$ cat src/rtl/fault_recovery_sequencer.sv
// fault_recovery_sequencer
// Responds to a fault-recovery request: waits for the core to quiesce, flushes
// the pipeline, restores the architectural registers from the golden state
// source one at a time, synchronises memory, then hands the restart PC to fetch.
module fault_recovery_sequencer #(
    parameter int PC_W      = 64,
    parameter int DATA_W    = 64,
    parameter int NUM_REGS  = 34,
    parameter int STQ_CNT_W = 5,
    parameter int IDX_W     = 6
) (
    input  logic                 clk,
    input  logic                 reset_n,
    input  logic                 recovery_req,
    input  logic                 commit_valid,
    input  logic [PC_W-1:0]      commit_pc,
    input  logic                 exception_flag,
    input  logic [STQ_CNT_W-1:0] stq_count,
    output logic                 flush_o,
    output logic                 arch_rd_req,
    output logic [IDX_W-1:0]     arch_rd_idx,
    input  logic                 arch_rd_valid,
    input  logic [DATA_W-1:0]    arch_rd_data,
    output logic                 rf_we,
    output logic [IDX_W-1:0]     rf_waddr,
    output logic [DATA_W-1:0]    rf_wdata,
    output logic                 mem_sync_req,
    input  logic                 mem_sync_ack,
    output logic                 restart_valid,
    output logic [PC_W-1:0]      restart_pc,
    output logic                 busy,
    output logic                 double_fault
);

    typedef enum logic [2:0] {
        S_IDLE,
        S_PENDING,
        S_FLUSH,
        S_RD_ISSUE,
        S_RD_WAIT,
        S_RF_WRITE,
        S_MEM_SYNC,
        S_DONE
    } state_t;

    // Highest register index; the restore loop ends here instead of wrapping.
    localparam logic [IDX_W-1:0] LAST_IDX = IDX_W'(NUM_REGS - 1);

    state_t              state_q, state_d;
    logic [IDX_W-1:0]    idx_q, idx_d;
    logic [PC_W-1:0]     pc_hold_q, pc_hold_d;
    logic [PC_W-1:0]     restart_pc_q, restart_pc_d;
    logic [DATA_W-1:0]   rd_data_q, rd_data_d;
    logic                dfault_q, dfault_d;

    // Next-state, counter, PC tracking and Moore-style outputs.
    always_comb begin
        state_d      = state_q;
        idx_d        = idx_q;
        pc_hold_d    = pc_hold_q;
        restart_pc_d = restart_pc_q;
        rd_data_d    = rd_data_q;
        // Any request while a recovery is already in flight is dropped and flagged.
        dfault_d     = recovery_req && (state_q != S_IDLE);

        flush_o       = 1'b0;
        arch_rd_req   = 1'b0;
        arch_rd_idx   = '0;
        rf_we         = 1'b0;
        rf_waddr      = '0;
        rf_wdata      = '0;
        mem_sync_req  = 1'b0;
        restart_valid = 1'b0;

        case (state_q)
            S_IDLE: begin
                if (commit_valid) begin
                    pc_hold_d = commit_pc;
                end
                if (recovery_req) begin
                    state_d = S_PENDING;
                end
            end
            S_PENDING: begin
                // Retirements still land until the core has quiesced.
                if (commit_valid) begin
                    pc_hold_d = commit_pc;
                end
                if (exception_flag && (stq_count == '0)) begin
                    state_d = S_FLUSH;
                end
            end
            S_FLUSH: begin
                flush_o = 1'b1;
                idx_d   = '0;
                state_d = S_RD_ISSUE;
            end
            S_RD_ISSUE: begin
                arch_rd_req = 1'b1;
                arch_rd_idx = idx_q;
                state_d     = S_RD_WAIT;
            end
            S_RD_WAIT: begin
                // Only a return seen here is accepted; stray returns elsewhere are ignored.
                if (arch_rd_valid) begin
                    rd_data_d = arch_rd_data;
                    state_d   = S_RF_WRITE;
                end
            end
            S_RF_WRITE: begin
                rf_we    = 1'b1;
                rf_waddr = idx_q;
                rf_wdata = rd_data_q;
                if (idx_q == LAST_IDX) begin
                    state_d = S_MEM_SYNC;
                end else begin
                    idx_d   = idx_q + IDX_W'(1);
                    state_d = S_RD_ISSUE;
                end
            end
            S_MEM_SYNC: begin
                mem_sync_req = 1'b1;
                if (mem_sync_ack) begin
                    restart_pc_d = pc_hold_q;
                    state_d      = S_DONE;
                end
            end
            S_DONE: begin
                restart_valid = 1'b1;
                state_d       = S_IDLE;
            end
            default: begin
                state_d = S_IDLE;
            end
        endcase
    end

    // Control state, index counter, PC capture and double-fault flag.
    always_ff @(posedge clk) begin
        if (!reset_n) begin
            state_q      <= S_IDLE;
            idx_q        <= '0;
            pc_hold_q    <= '0;
            restart_pc_q <= '0;
            dfault_q     <= 1'b0;
        end else begin
            state_q      <= state_d;
            idx_q        <= idx_d;
            pc_hold_q    <= pc_hold_d;
            restart_pc_q <= restart_pc_d;
            dfault_q     <= dfault_d;
        end
    end

    // Returned register value; only ever observed through the gated write port.
    always_ff @(posedge clk) begin
        rd_data_q <= rd_data_d;
    end

    assign restart_pc   = restart_pc_q;
    assign busy         = (state_q != S_IDLE);
    assign double_fault = dfault_q;

endmodule

$ cat config.mk
export PLATFORM = sky130hd
export DESIGN_NAME = fault_recovery_sequencer
export DESIGN_NICKNAME = d
export VERILOG_FILES = /design/src/rtl/fault_recovery_sequencer.sv
export SDC_FILE = /design/constraint.sdc
export NUM_CORES = 1
export LEC_CHECK = 0
export ABC_AREA = 1
export CAP_MARGIN = 20
export CORE_ASPECT_RATIO = 0.6
export CORE_MARGIN = 2
export CORE_UTILIZATION = 40
export CTS_BUF_LIST = sky130_fd_sc_hd__clkbuf_2
export CTS_CLUSTER_SIZE = 14
export DETAILED_ROUTE_END_ITERATION = 10
export GPL_TIMING_DRIVEN = 0
export PLACE_DENSITY = 0.73
export SKIP_CTS_REPAIR_TIMING = 1
export SLEW_MARGIN = 20
export SYNTH_ARGS = -nofsm -noshare
export SYNTH_HDL_FRONTEND = slang
export SYNTH_SLANG_ARGS = --single-unit
$ cat constraint.sdc
create_clock -name clk -period 7.1 [get_ports clk]
set_input_delay 0.71 -clock clk [delete_from_list [all_inputs] [get_ports clk]]
set_output_delay 0.71 -clock clk [all_outputs]
set_load 0.02 [all_outputs]
==> flow_summary.json, run 1 <==
{
  "tightest_slew_ns": 0.609,
  "final_common_cell": "clkdlybuf4s50_1",
  "crit_family": "buffers and inverters",
  "crit_arrival_ns": 2.77,
  "dp.cells": 1421,
  "synth.area.mux_share": 0,
  "ys_ff_latch": 202,
  "period_minus_slack_ns": 3.48,
  "synth_fa_ha_area_frac": 0.00976,
  "critPathMaxStageDelay_ns": 0.59,
  "drv_cap": 0,
  "final_cell_area_sq_um": 11300,
  "hold_viol_final": 0,
  "pin_count": 287,
  "cts_max_level": 2,
  "ir_drop_mv": 0.0906,
  "initial_core_util": 0.406,
  "fmax_mhz": 287,
  "setup_viol": 0,
  "slowest_stage": "clkdlybuf4s50_1",
  "hold_ws_ns": 0.460,
  "synth-xor-area-share": 0,
  "wirelength_um": 23400,
  "viasPerCell": 4.70,
  "finalCritPeriodShare": 0.490,
  "antenna_left": 0,
  "grt_max_degree": 28,
  "regArea_sq_um": 4680,
  "die_h_um": 111,
  "ys_types": 21,
  "syn_nets": 1033,
  "skew_ns": 0.0478,
  "netlist_instances": 887,
  "nets": 1369,
  "rsz0062_at_grt": "no",
  "n_antenna_cell": 0,
  "grt_pass1_wl_um": 36200,
  "status": "finished clean",
  "numCtsBuffers": 46,
  "slew_viol_final": 0,
  "stdcell_count": 1504,
  "power_mw": 2.73,
  "worst-path-buf-inv": 3,
  "insertion_delay_ns": 0.73,
  "vias": 7062,
  "min_path_type": "flip-flop to flip-flop",
  "final_cell_mix": "286 x clkdlybuf4s50_1, 227 x nor2_1, 138 x dfxtp_1, 88 x nand2_1, 84 x inv_1",
  "cp-start-kind": "flip-flop",
  "nFillCells": 1752,
  "synth_top_family_by_area": "simple AND/OR/NAND/NOR gates",
  "die_x_um": 183,
  "hpwlAfterDp_um": 17200,
  "worst-setup-path-type": "flip-flop to output pin",
  "place_congestion": 0.834,
  "multi_input_area_sq_um": 2390,
  "synth-simple-area-share": 0.206,
  "wire_per_inst_um": 15.5,
  "io_buffers": 286,
  "antenna_found_initial": 1,
  "area_growth_pct": 47.2,
  "syn_avg_cell_area_sq_um": 8.67,
  "cts_tree": "built",
  "final_layout_size_suffix_gt1_frac": 0.0851,
  "netlist_area_sq_um": 7690,
  "first_pass_iters": 5,
  "cp-end-kind": "output pin",
  "required_ns": 6.39,
  "cp_max_fo": 10,
  "ys_warn_count": 0,
  "cp_cell_sequence": "inv_1, ha_1, nand2_2, buf_1, nor2_1, clkdlybuf4s50_1",
  "overflow": 0,
  "cts.sink_count": 202,
  "grt_pass1_vias": 6818,
  "clockRootBuffer": "clkbuf_2",
  "clk_pin_slew_worst_paths_ns": 0.11,
  "track_usage": 0.225,
  "drtIter0Drc": 352,
  "drc": 0,
  "p_leak_nw": 4.45,
  "fin_tns_setup_ns": 0,
  "slew_headroom": 0.594,
  "core_sq_um": 18900,
  "synth_compound_area_frac": 0.0932,
  "rows": 39,
  "dieArea_sq_um": 20400,
  "dpl_cell_area_sq_um": 10900,
  "clockBufferDepth": 3,
  "yosysSeqAreaShare": 0.609,
  "p_per_area_nw_per_um2": 241
}
-- final cells by class --
type / count / share of cell area
flip-flops and latches: 202 / 0.414
repair buffers: 288 / 0.257
multi-input cells: 542 / 0.211
clock buffers: 75 / 0.0331
inverters: 88 / 0.0292
well taps: 246 / 0.0272
plain buffers: 55 / 0.0262
clock inverters: 8 / 0.00287
-- worst min-delay path, cell delays in order, from the launching register on --
cell	delay, ns
dfxtp_1	0.32
nand3_1	0.07
a21oi_1	0.06
-- registers in the layout, indices dropped and copies added, names as in the netlist --
name,count
state_q,3
pc_hold_q,64
idx_q,6
rd_data_q,64
restart_pc,64
double_fault,1
-- worst paths after layout --
path | from | endpoint | slack, ns | cells past startpoint
max | state_q[1]$_SDFFE_PN0P_ | rf_wdata[36] | 3.62 | 6
min reg2reg | pc_hold_q[3]$_SDFFE_PN0P_ | restart_pc[3]$_SDFFE_PN0P_ | 0.46 | 2
min | pc_hold_q[3]$_SDFFE_PN0P_ | restart_pc[3]$_SDFFE_PN0P_ | 0.46 | 2
max reg2reg | state_q[0]$_SDFFE_PN0P_ | restart_pc[34]$_SDFFE_PN0P_ | 5.05 | 8
-- where the power goes --
group / total (mW) / switching [mW] / internal (mW)
Combinational: 0.604 / 0.341 / 0.263
Sequential: 1.40 / 0.0721 / 1.32
Clock: 0.733 / 0.458 / 0.275
-- cell usage after synthesis (all sizes together) --
library cell	n	area, sq um
a21oi	71	355
clkbuf	29	109
nand2	90	348
nand4	3	18.8
nand3	73	365
inv	88	330
edfxtp	64	1920
buf	26	188
o21ai	70	354
dfxtp	138	2760
o211ai	1	7.51
nor2	228	856
ha	6	75.1
-- stage by stage --
step            util  worst slack, ns
2_1_floorplan      -             3.21
3_3_place_gp   0.574             1.50
3_5_place_dp   0.577             4.39
4_1_cts        0.598             3.54
5_1_grt        0.598             3.38
6_report       0.598             3.62
-- layer usage --
metal | wire [um] | global-route usage | share of wire
met1 | 11000 | 0.325 | 0.47
met2 | 10100 | 0.340 | 0.43
met3 | 1850 | 0.0595 | 0.079
met4 | 350 | 0.0512 | 0.015
met5 | 13 | 0 | 0.00056
-- kinds of logic after synthesis --
group                    Yosys count
AO/OA/AOI/OAI                    142
buffers and inverters            143
flip-flops                       202
adder cells (fa/ha/maj)            6
AND/OR/NAND/NOR                  394
Power figures use the tool's default switching activity.
==> inputs of run 2 (changes only) <==
Clock period 7.1 ns to 3.56 ns, I/O delays scaled along.
==> run 2 against run 1 <==
Clock power up 100%. Highest routed layer is now met4. Via count about the same. Hold slack worse by 0.27 ns. Critical path type unchanged. Sequential power up 99%. Largest power group unchanged. Sequential share of layout area about the same. Combinational power up 99%.
==> flow_summary.json, run 2 (same netlist as run 1, synthesis figures left out) <==
{
  "status": "finished clean",
  "fmax_mhz": 325,
  "wirelength_um": 22700,
  "hold_viol_final": 0,
  "die_h_um": 111,
  "core_sq_um": 18900,
  "p_per_area_nw_per_um2": 481,
  "required_ns": 3.20,
  "hold_ws_ns": 0.190,
  "power_mw": 5.44,
  "wire_per_inst_um": 15.1,
  "insertion_delay_ns": 0.73,
  "final_layout_size_suffix_gt1_frac": 0.0774,
  "cts.sink_count": 202,
  "initial_core_util": 0.406,
  "track_usage": 0.219,
  "drv_cap": 0,
  "slew_viol_final": 0,
  "grt_pass1_vias": 6639,
  "drtIter0Drc": 421,
  "critPathMaxStageDelay_ns": 0.59,
  "period_minus_slack_ns": 3.08,
  "grt_max_degree": 28,
  "vias": 7069,
  "drc": 0,
  "antenna_found_initial": 0,
  "io_buffers": 286,
  "cp-end-kind": "output pin",
  "final_cell_mix": "286 x clkdlybuf4s50_1, 227 x nor2_1, 138 x dfxtp_1, 88 x nand2_1, 84 x inv_1",
  "min_path_type": "primary input to flip-flop",
  "cp_max_fo": 10,
  "cp-start-kind": "flip-flop",
  "crit_arrival_ns": 2.72,
  "viasPerCell": 4.71,
  "final_common_cell": "clkdlybuf4s50_1",
  "tightest_slew_ns": 0.597,
  "p_leak_nw": 4.43,
  "hpwlAfterDp_um": 16600,
  "cts_tree": "built",
  "die_x_um": 183,
  "clk_pin_slew_worst_paths_ns": 0.13,
  "setup_viol": 0,
  "ir_drop_mv": 0.240,
  "clockBufferDepth": 3,
  "final_cell_area_sq_um": 11300,
  "numCtsBuffers": 47,
  "rsz0062_at_grt": "no",
  "clockRootBuffer": "clkbuf_2",
  "antenna_left": 0,
  "rows": 39,
  "dieArea_sq_um": 20400,
  "multi_input_area_sq_um": 2390,
  "pin_count": 287,
  "dpl_cell_area_sq_um": 10900,
  "regArea_sq_um": 4680,
  "area_growth_pct": 47.2,
  "ff2ff_setup_slack_ns": 1.54,
  "worst-setup-path-type": "flip-flop to output pin",
  "slew_headroom": 0.602,
  "overflow": 0,
  "grt_pass1_wl_um": 35200,
  "finalCritPeriodShare": 0.864,
  "nFillCells": 1702,
  "place_congestion": 0.829,
  "cts_max_level": 2,
  "first_pass_iters": 4,
  "skew_ns": 0.0378,
  "slowest_stage": "clkdlybuf4s50_1",
  "nets": 1370,
  "cp_cell_sequence": "inv_1, ha_1, nand2_2, buf_1, nor2_1, clkdlybuf4s50_1"
}
-- run 2: cell type report --
type	instances	share of cell area
clock buffers	65	0.0287
plain buffers	55	0.0262
multi-input cells	542	0.211
repair buffers	288	0.257
flip-flops and latches	202	0.414
inverters	88	0.0292
clock inverters	13	0.00674
well taps	246	0.0272
diodes	1	0.000221
-- run 2: critical path, delay by kind of cell, from the launching register on --
family,cells,cell delay [ns]
adders and majority gates,1,0.22
buffers and inverters,3,1.08
DFF,1,0.40
and+or+nand+nor,2,0.30
-- run 2: layer usage --
layer,GRT usage,vias up,part of all wire
li1,-,3547,-
met1,0.316,3228,0.48
met2,0.326,264,0.43
met3,0.0595,30,0.077
met4,0.0544,0,0.013
met5,0,-,0
-- run 2: path summary, 6_finish.rpt --
| path | startpoint | endpoint | cells past startpoint |
|---|---|---|---|
| setup reg to reg | state_q[0]$_SDFFE_PN0P_ | restart_pc[40]$_SDFFE_PN0P_ | 8 |
| hold reg to reg | pc_hold_q[52]$_SDFFE_PN0P_ | restart_pc[52]$_SDFFE_PN0P_ | 2 |
| hold / removal | arch_rd_data[10] | rd_data_q[10]$_DFFE_PP_ | 1 |
| setup / recovery | state_q[1]$_SDFFE_PN0P_ | rf_wdata[24] | 6 |
-- run 2: power breakdown --
| group | switching [mW] | internal (mW) | leakage, nW |
|---|---|---|---|
| sequential | 0.140 | 2.64 | 1.70 |
| clock | 0.908 | 0.558 | 0.308 |
| combinational | 0.674 | 0.525 | 2.41 |
-- run 2: stage by stage --
step | cells | setup TNS [ns] | utilization | setup slack [ns]
finish | 1500 | 0 | 0.598 | 0.484
global route | 1499 | 0 | 0.598 | 0.183
CTS | 1499 | 0 | 0.598 | 0.351
detailed placement | 1421 | 0 | 0.577 | 1.17
global placement | 1419 | -7.61 | 0.574 | -0.125
floorplan | 887 | 0 | - | 0.761
